==> src/rtl/alu_gumnut.sv <==
// Gumnut-style 8-bit ALU. It decodes the instruction class and produces a combinational result.
// The registered carry/zero flags update only in execute cycles of the ALU and shift classes.
module alu_gumnut (
  input  logic        clk,
  input  logic        rst_n,
  input  logic        flag_en,
  input  logic [7:0]  GPR_rs,
  input  logic [7:0]  GPR_r2,
  input  logic [17:0] IR,
  output logic [7:0]  ALU_result,
  output logic        ALU_C,
  output logic        ALU_Z
);

  typedef enum logic [2:0] {
    CLS_ALU_IMM = 3'd0,
    CLS_MEM     = 3'd1,
    CLS_SHIFT   = 3'd2,
    CLS_ALU_REG = 3'd3,
    CLS_NONE    = 3'd4
  } cls_e;

  typedef enum logic [2:0] {
    FN_ADD  = 3'b000,
    FN_ADDC = 3'b001,
    FN_SUB  = 3'b010,
    FN_SUBC = 3'b011,
    FN_AND  = 3'b100,
    FN_OR   = 3'b101,
    FN_XOR  = 3'b110,
    FN_MASK = 3'b111
  } alu_fn_e;

  typedef enum logic [1:0] {
    SH_SHL = 2'b00,
    SH_SHR = 2'b01,
    SH_ROL = 2'b10,
    SH_ROR = 2'b11
  } sh_fn_e;

  logic       c_q, c_d;
  logic       z_q, z_d;

  cls_e       cls;
  alu_fn_e    alu_fn;
  sh_fn_e     sh_fn;
  logic [2:0] sh_cnt;
  logic [7:0] a;
  logic [7:0] b;
  logic [8:0] c_ext;

  logic [8:0] alu_sum;
  logic [7:0] alu_res;
  logic       alu_c_next;

  logic [15:0] shl_w;
  logic [15:0] shr_w;
  logic [15:0] rol_w;
  logic [15:0] ror_w;
  logic [7:0]  sh_res;
  logic        sh_c_next;

  logic [7:0] result;
  logic       c_next;
  logic       upd_class;

  // Register-number fields are consumed by the register file, not here.
  logic unused_ir;
  assign unused_ir = ^{IR[13:8], IR[4:2]};

  // Class decode, first match wins.
  always_comb begin
    cls = CLS_NONE;
    if (!IR[17])                 cls = CLS_ALU_IMM;
    else if (!IR[16])            cls = CLS_MEM;
    else if (!IR[15])            cls = CLS_SHIFT;
    else if (!IR[14])            cls = CLS_ALU_REG;
  end

  assign a      = GPR_rs;
  assign sh_cnt = IR[7:5];
  assign sh_fn  = sh_fn_e'(IR[1:0]);
  assign c_ext  = {8'h00, c_q};

  always_comb begin
    alu_fn = alu_fn_e'(IR[2:0]);
    b      = GPR_r2;
    if (cls == CLS_ALU_IMM) begin
      alu_fn = alu_fn_e'(IR[16:14]);
      b      = IR[7:0];
    end
  end

  // 9-bit arithmetic: bit 8 is the carry for adds and the borrow for subtracts.
  always_comb begin
    alu_sum = 9'h000;
    alu_res = 8'h00;
    unique case (alu_fn)
      FN_ADD:  alu_sum = {1'b0, a} + {1'b0, b};
      FN_ADDC: alu_sum = {1'b0, a} + {1'b0, b} + c_ext;
      FN_SUB:  alu_sum = {1'b0, a} - {1'b0, b};
      FN_SUBC: alu_sum = {1'b0, a} - {1'b0, b} - c_ext;
      FN_AND:  alu_res = a & b;
      FN_OR:   alu_res = a | b;
      FN_XOR:  alu_res = a ^ b;
      FN_MASK: alu_res = a & ~b;
      default: alu_res = 8'h00;
    endcase
    if (!alu_fn[2]) alu_res = alu_sum[7:0];
    alu_c_next = alu_fn[2] ? 1'b0 : alu_sum[8];
  end

  // Shifts run in a 16-bit window so the last bit out lands at a fixed position.
  always_comb begin
    shl_w = {8'h00, a} << sh_cnt;
    shr_w = {a, 8'h00} >> sh_cnt;
    rol_w = {a, a} << sh_cnt;
    ror_w = {a, a} >> sh_cnt;
    sh_res    = a;
    sh_c_next = 1'b0;
    unique case (sh_fn)
      SH_SHL: begin sh_res = shl_w[7:0];  sh_c_next = shl_w[8]; end
      SH_SHR: begin sh_res = shr_w[15:8]; sh_c_next = shr_w[7]; end
      SH_ROL: sh_res = rol_w[15:8];
      SH_ROR: sh_res = ror_w[7:0];
      default: sh_res = a;
    endcase
  end

  always_comb begin
    result    = 8'h00;
    c_next    = 1'b0;
    upd_class = 1'b0;
    unique case (cls)
      CLS_ALU_IMM, CLS_ALU_REG: begin
        result    = alu_res;
        c_next    = alu_c_next;
        upd_class = 1'b1;
      end
      CLS_SHIFT: begin
        result    = sh_res;
        c_next    = sh_c_next;
        upd_class = 1'b1;
      end
      CLS_MEM: result = a + IR[7:0];
      default: result = 8'h00;
    endcase
  end

  always_comb begin
    c_d = c_q;
    z_d = z_q;
    if (flag_en && upd_class) begin
      c_d = c_next;
      z_d = (result == 8'h00);
    end
  end

  always_ff @(posedge clk) begin
    if (!rst_n) begin
      c_q <= 1'b0;
      z_q <= 1'b0;
    end else begin
      c_q <= c_d;
      z_q <= z_d;
    end
  end

  assign ALU_result = result;
  assign ALU_C      = c_q;
  assign ALU_Z      = z_q;

endmodule

==> config.mk <==
export PLATFORM = sky130hd
export DESIGN_NAME = alu_gumnut
export DESIGN_NICKNAME = d
export VERILOG_FILES = /design/src/rtl/alu_gumnut.sv
export SDC_FILE = /design/constraint.sdc
export NUM_CORES = 1
export LEC_CHECK = 0
export CAP_MARGIN = 0
export CORE_UTILIZATION = 45
export CTS_CLUSTER_DIAMETER = 100
export CTS_CLUSTER_SIZE = 12
export DETAILED_ROUTE_END_ITERATION = 16
export PLACE_DENSITY = 0.66
export SLEW_MARGIN = 10
export SYNTH_ARGS = -nofsm -noshare
export SYNTH_HDL_FRONTEND = slang
export SYNTH_SLANG_ARGS = --single-unit
==> constraint.sdc <==
create_clock -name clk -period 11.7 [get_ports clk]
set_input_delay 1.755 -clock clk [delete_from_list [all_inputs] [get_ports clk]]
set_output_delay 1.755 -clock clk [all_outputs]
set_load 0.01 [all_outputs]
# Word-level counts from Yosys, hierarchy flattened
# Index checks and enable logic that the tools add are counted.
[classes]
addsub = 5
n_eq_ne = 13
shift = 4
muxes = 15
n_bitwise = 5
reduce_logical = 7
[ops]
columns = ["op", "count"]
rows = [
  ["8-bit one-hot mux with 4 select lines", 2],
  ["9-bit one-hot mux with 4 select lines", 1],
  ["8-bit one-hot mux with 3 select lines", 1],
  ["8-bit AND", 2],
  ["8-bit two-way mux", 2],
  ["16-bit by 3-bit << shifter with 16-bit output", 1],
  ["16-bit by 3-bit >> shifter with 16-bit output", 1],
  ["16-bit by 3-bit >> shifter with 8-bit output", 1],
  ["3-bit two-way mux", 5],
  ["3-bit by 2-bit == test with 1-bit output, second input constant", 4],
  ["3-bit == test, second input constant", 4],
  ["8-bit by 8-bit adder with 9-bit output", 1],
  ["9-bit by 1-bit adder with 9-bit output", 1],
  ["8-bit by 3-bit << shifter with 9-bit output", 1],
  ["8-bit by 8-bit subtractor with 9-bit output", 1],
  ["9-bit by 1-bit subtractor with 9-bit output", 1],
  ["8-bit adder", 1],
  ["8-bit logical NOT", 1],
  ["8-bit NOT", 1],
  ["8-bit OR", 1],
  ["8-bit XOR", 1],
  ["3-bit by 1-bit == test with 1-bit output, second input constant", 2],
  ["3-bit logical NOT", 2],
  ["2-bit == test, second input constant", 2],
  ["other kinds (7)", 9],
]
[word_totals]
reg_bits = 2
elab_cells = 51

# Longest topological paths before layout
[depth]
word_depth = 12
depth_mapped = 16

# Worst setup path before layout
# Ideal clock, no wire load.
[synth_timing]
kind = "input-to-output"
startpoint = "input IR[17]"
endpoint = "output ALU_result[7]"
arrival_ps = 4831
t_required_ps = 9945
path_slack_ps = 5114
path_stages = 14
n_path_buf = 4
path_cell_list = "buf_2 > buf_6 > buf_2 > mux2_2 > inv_1 > ha_1 > clkbuf_1 > and3_1 > a221oi_1 > xnor2_1 > nand3_1 > or4_1 > a21o_2 > nand4_1"
[synth_between]
elab_chain_len = 8
elab_cells_between_ends = 29
cone_classes = "4 x add/sub; 10 x eq/ne; 7 x mux; 5 x bitwise; 3 x reduce/logical"
[synth_rtl]
columns = ["element", "line_no", "text"]
rows = [
  ["start: declaration", "9", "input logic [17:0] IR,"],
  ["3-bit two-way mux (*)", "74", "if (!IR[17]) cls = CLS_ALU_IMM;"],
  ["3-bit logical NOT", "88, 134", ""],
  ["8-bit two-way mux", "88", "if (cls == CLS_ALU_IMM) begin"],
  ["8-bit by 8-bit subtractor with 9-bit output, or another cell as far along", "101, 102", ""],
  ["9-bit by 1-bit subtractor with 9-bit output, or another cell as far along", "102", "FN_SUBC: alu_sum = {1'b0, a} - {1'b0, b} - c_ext;"],
  ["9-bit one-hot mux with 4 select lines or 8-bit one-hot mux with 4 select lines (tied branches)", "98", "unique case (alu_fn)"],
  ["8-bit two-way mux", "109", "if (!alu_fn[2]) alu_res = alu_sum[7:0];"],
  ["8-bit one-hot mux with 3 select lines (*)", "134", "unique case (cls)"],
  ["end: declaration", "10", "output logic [7:0] ALU_result,"],
]
# Every way passes the cells marked *; elsewhere a longest branch is shown, timed or not.

# Worst setup path after layout
[layout_timing]
startpoint = "input IR[0]"
endpoint = "output ALU_result[7]"
[layout_between]
elab_chain_len = 6
elab_cells_between_ends = 24
cone_classes = "5 x add/sub; 10 x eq/ne; 7 x mux; 2 x reduce/logical"
[layout_rtl]
columns = ["element", "line_no"]
rows = [
  ["8-bit two-way mux", "88"],
  ["8-bit by 8-bit subtractor with 9-bit output or 8-bit by 8-bit adder with 9-bit output (tied branches)", "-"],
  ["9-bit by 1-bit subtractor with 9-bit output or 9-bit by 1-bit adder with 9-bit output (tied branches)", "102, 100"],
  ["9-bit one-hot mux with 4 select lines", "98"],
  ["8-bit two-way mux", "109"],
  ["8-bit one-hot mux with 3 select lines (*)", "134"],
]
# Marks and branches as above.

==> results.md <==
- Initial antenna violation count: 0
- Outcome: finished, final reports clean
- Max transition margin: 44.6%
- Arr. time, crit path: 6350 ps
- Pin count of the biggest net entering global routing: 32
- Max Cap Viol: 0
- Max Clock Skew: 1.04 ps
- Crit path kind: input pin to output pin
- Finished layout cell area: 3830 µm²
- Cell Rows: 31
- First-pass GRT wire length: 17400 µm
- Number of hold buffers added after cts: 0
- Placed Area: 3790 µm²
- Max Buffers Root-to-Sink: 2
- Root Buffer Master: clkbuf_8
- RSZ-0062 raised after global routing: false
- Startpoint type of the worst setup path: input pin
- Die Y-Extent: 89.5 µm
- Number of top-level pins: 47
- Total power density per cell area: 65.9 nW/µm²
- Clock Pin Slew Worst Setup and Hold Paths: 30 ps
- Synth warn: 0
- Launch point of the worst reg-to-reg path: ALU_C
- Slowest cell on the critical path: clkdlybuf4s50_1
- Fraction of the yosys area taken by sequential cells: 1.16%
- Clock sink count: 2
- Fraction of final layout cells with drive strength greater than 1: 9.84%
- Area of the core region: 7330 µm²
- Worst Hold Launch: ALU_Z
- Area enclosed by the die boundary: 8010 µm²
- Required time of the worst setup path: 9950 ps
- CP bufs+invs: 4
- Residual DRC: 0
- Total number of H-tree levels: 1
- Fin Setup TNS: 0 ps
- Worst stage delay on the critical path: 1010 ps
- Crit Path Max Fanout: 24
- Unique masters post-synth: 71
- Buffer count from post-CTS setup fixing: 0
- Post-synthesis cell count: 470
- Least-Margin Pin Slew: 828 ps
- Crit share post-route: 69.3%
- Number of register bits inferred by synthesis: 2
- Primary FF master, synth: dfxtp_1
- Final count of hold timing violations: 0
- Source of the critical timing path: IR[0]
- Post-layout min period: 8100 ps
- Initial core utilization: 47.0%
- Net count after synthesis: 545
- Critical path's top delay family: buffers and inverters
- CTS tree: yes
- Routed via count divided by cell count: 6.47
- Detailed-routing iteration count for the pre-antenna-repair pass: 5
- Gr usage total: 28.1%
- Fmax achieved: 123 MHz
- Via count of the first global-routing pass: 3416
- Net count reported at finish: 565
- Vias after detailed routing: 3800
- Detailed-route wire length per cell: 19.0 µm
- Cell-by-cell listing of the critical path: clkdlybuf4s50_1, mux2i_1, inv_1, ha_1, inv_1, fa_1, nor2b_1, o31ai_1, xnor2_1, nand3_1, or4_1, a21o_2, nand4_1, clkdlybuf4s50_1
- Static power due to leakage: 1.57 nW
- Resized cells post-CTS: 0
- Antenna diode count: 0
- Width of the die: 89.5 µm
- Min-Delay Path Class: flip-flop to flip-flop
- RD Place Congestion: 0.943
- Slew Viols, Final: 0
- Setup crit end kind: output pin
- Area added between synthesis and finish: 11.2%
- Number of CTS-inserted buffers: 3
- Half-perimeter wire length of the detailed placement result: 8500 µm
- Commonest cells after routing, fill and taps aside: 40 x a21oi_1, 40 x clkdlybuf4s50_1, 35 x ha_1
- Global route total overflow: 0
- Worst IR drop on VDD: 19.6 µV
- Insertion delay to the later sink of the worst-skew pair: 210 ps
- Mapped cell area: 3450 µm²
- Port Buffer Count: 40
- Finish-stage setup viols: 0
- Fraction of registers with async set/reset: 0%
- FILL cells: 720
- Number of flops mapped to enable cells by yosys: 0
- Iteration-0 DRC count of the detailed router: 474
- Syn_area_per_cell: 7.33 µm²
- Post-route ant nets: 0
- Wire length reported by the detailed router: 11200 µm
-- power by group --
| group | total (mW) | switching [mW] | internal [mW] |
|---|---|---|---|
| combinational | 0.218 | 0.126 | 0.0923 |
| clock | 0.0270 | 0.00528 | 0.0217 |
| sequential | 0.00752 | 0.000327 | 0.00720 |
| total | 0.253 | 0.131 | 0.121 |
-- cell families (layout without fill, tap and decap cells) --
kind of cell,after synthesis,after routing,share of synthesized area (%)
XOR/XNOR,23,23,5.85
multiplexers,36,36,13.6
flip-flops,2,2,1.16
AO/OA/AOI/OAI,162,162,32.9
adder cells (fa/ha/maj),38,38,14.5
AND/OR/NAND/NOR,144,144,21.6
buffers and inverters,65,83,10.4
-- flip-flops by register name (all words and copies together) (netlist names) --
signal,count
ALU_C,1
ALU_Z,1
-- cell usage after synthesis (5+ instances only) --
cell      count  area [µm²]
a211oi_1     11        82.6
a21o_1        9        67.6
a21oi_1      40         200
a221oi_1      6        52.6
a31oi_1       8        50.1
and2_1        5        31.3
and3_1        6        37.5
clkbuf_1     16        60.1
clkbuf_8      8         110
ha_1         35         438
inv_1        32         120
mux2_2       15         169
mux2i_1      15         150
nand2_1      29         109
nand3_1      14        70.1
nor2_1       28         105
nor2b_1      11        68.8
nor3_1       19        95.1
o211ai_1      8        60.1
o21ai_0      20         100
o221ai_1      8        70.1
o31ai_1       7        52.6
or2_2         7        43.8
xnor2_1      15         131
xor2_1        8        70.1
-- cell type report --
type / count / area (µm²) / area share [%]
multi-input combinational: 403 / 3050 / 79.5
inverter: 32 / 120 / 3.13
sequential: 2 / 40.0 / 1.04
timing repair buffer: 48 / 460 / 12.0
tap: 99 / 124 / 3.23
clock buffer: 3 / 41.3 / 1.08
-- per-stage QoR --
step | std cells | utilization, % | hold slack (ps) | setup WS [ps] | total power [mW]
floorplan | 470 | - | 520 | 5110 | 0.158
global placement | 584 | 51.7 | 534 | 3830 | 0.216
detailed placement | 584 | 51.7 | 525 | 3730 | 0.219
CTS | 587 | 52.3 | 531 | 3720 | 0.248
global route | 587 | 52.3 | 560 | 3320 | 0.272
finish | 587 | 52.3 | 535 | 3600 | 0.253
-- tightest hold or removal path, delay by kind of cell (launching register included) --
family | cells | cell delay (ps)
DFF | 1 | 300
and+or+nand+nor | 1 | 110
AOI/OAI and AO/OA | 1 | 80
-- layer usage --
layer	track usage (%)	vias up	part of all wire (%)
met5	0	-	0
met2	44.0	207	44
met1	40.6	1759	46
li1	-	1814	-
met4	9.24	0	2.4
met3	2.12	20	7.7
-- final timing paths --
check	slack (ps)	to	depth (start not counted)
setup / recovery	3600	ALU_result[7]	14
hold / removal	530	ALU_Z	2
setup reg to reg	9050	ALU_Z	9
hold reg to reg	530	ALU_Z	2
Power figures use the tool's default switching activity.
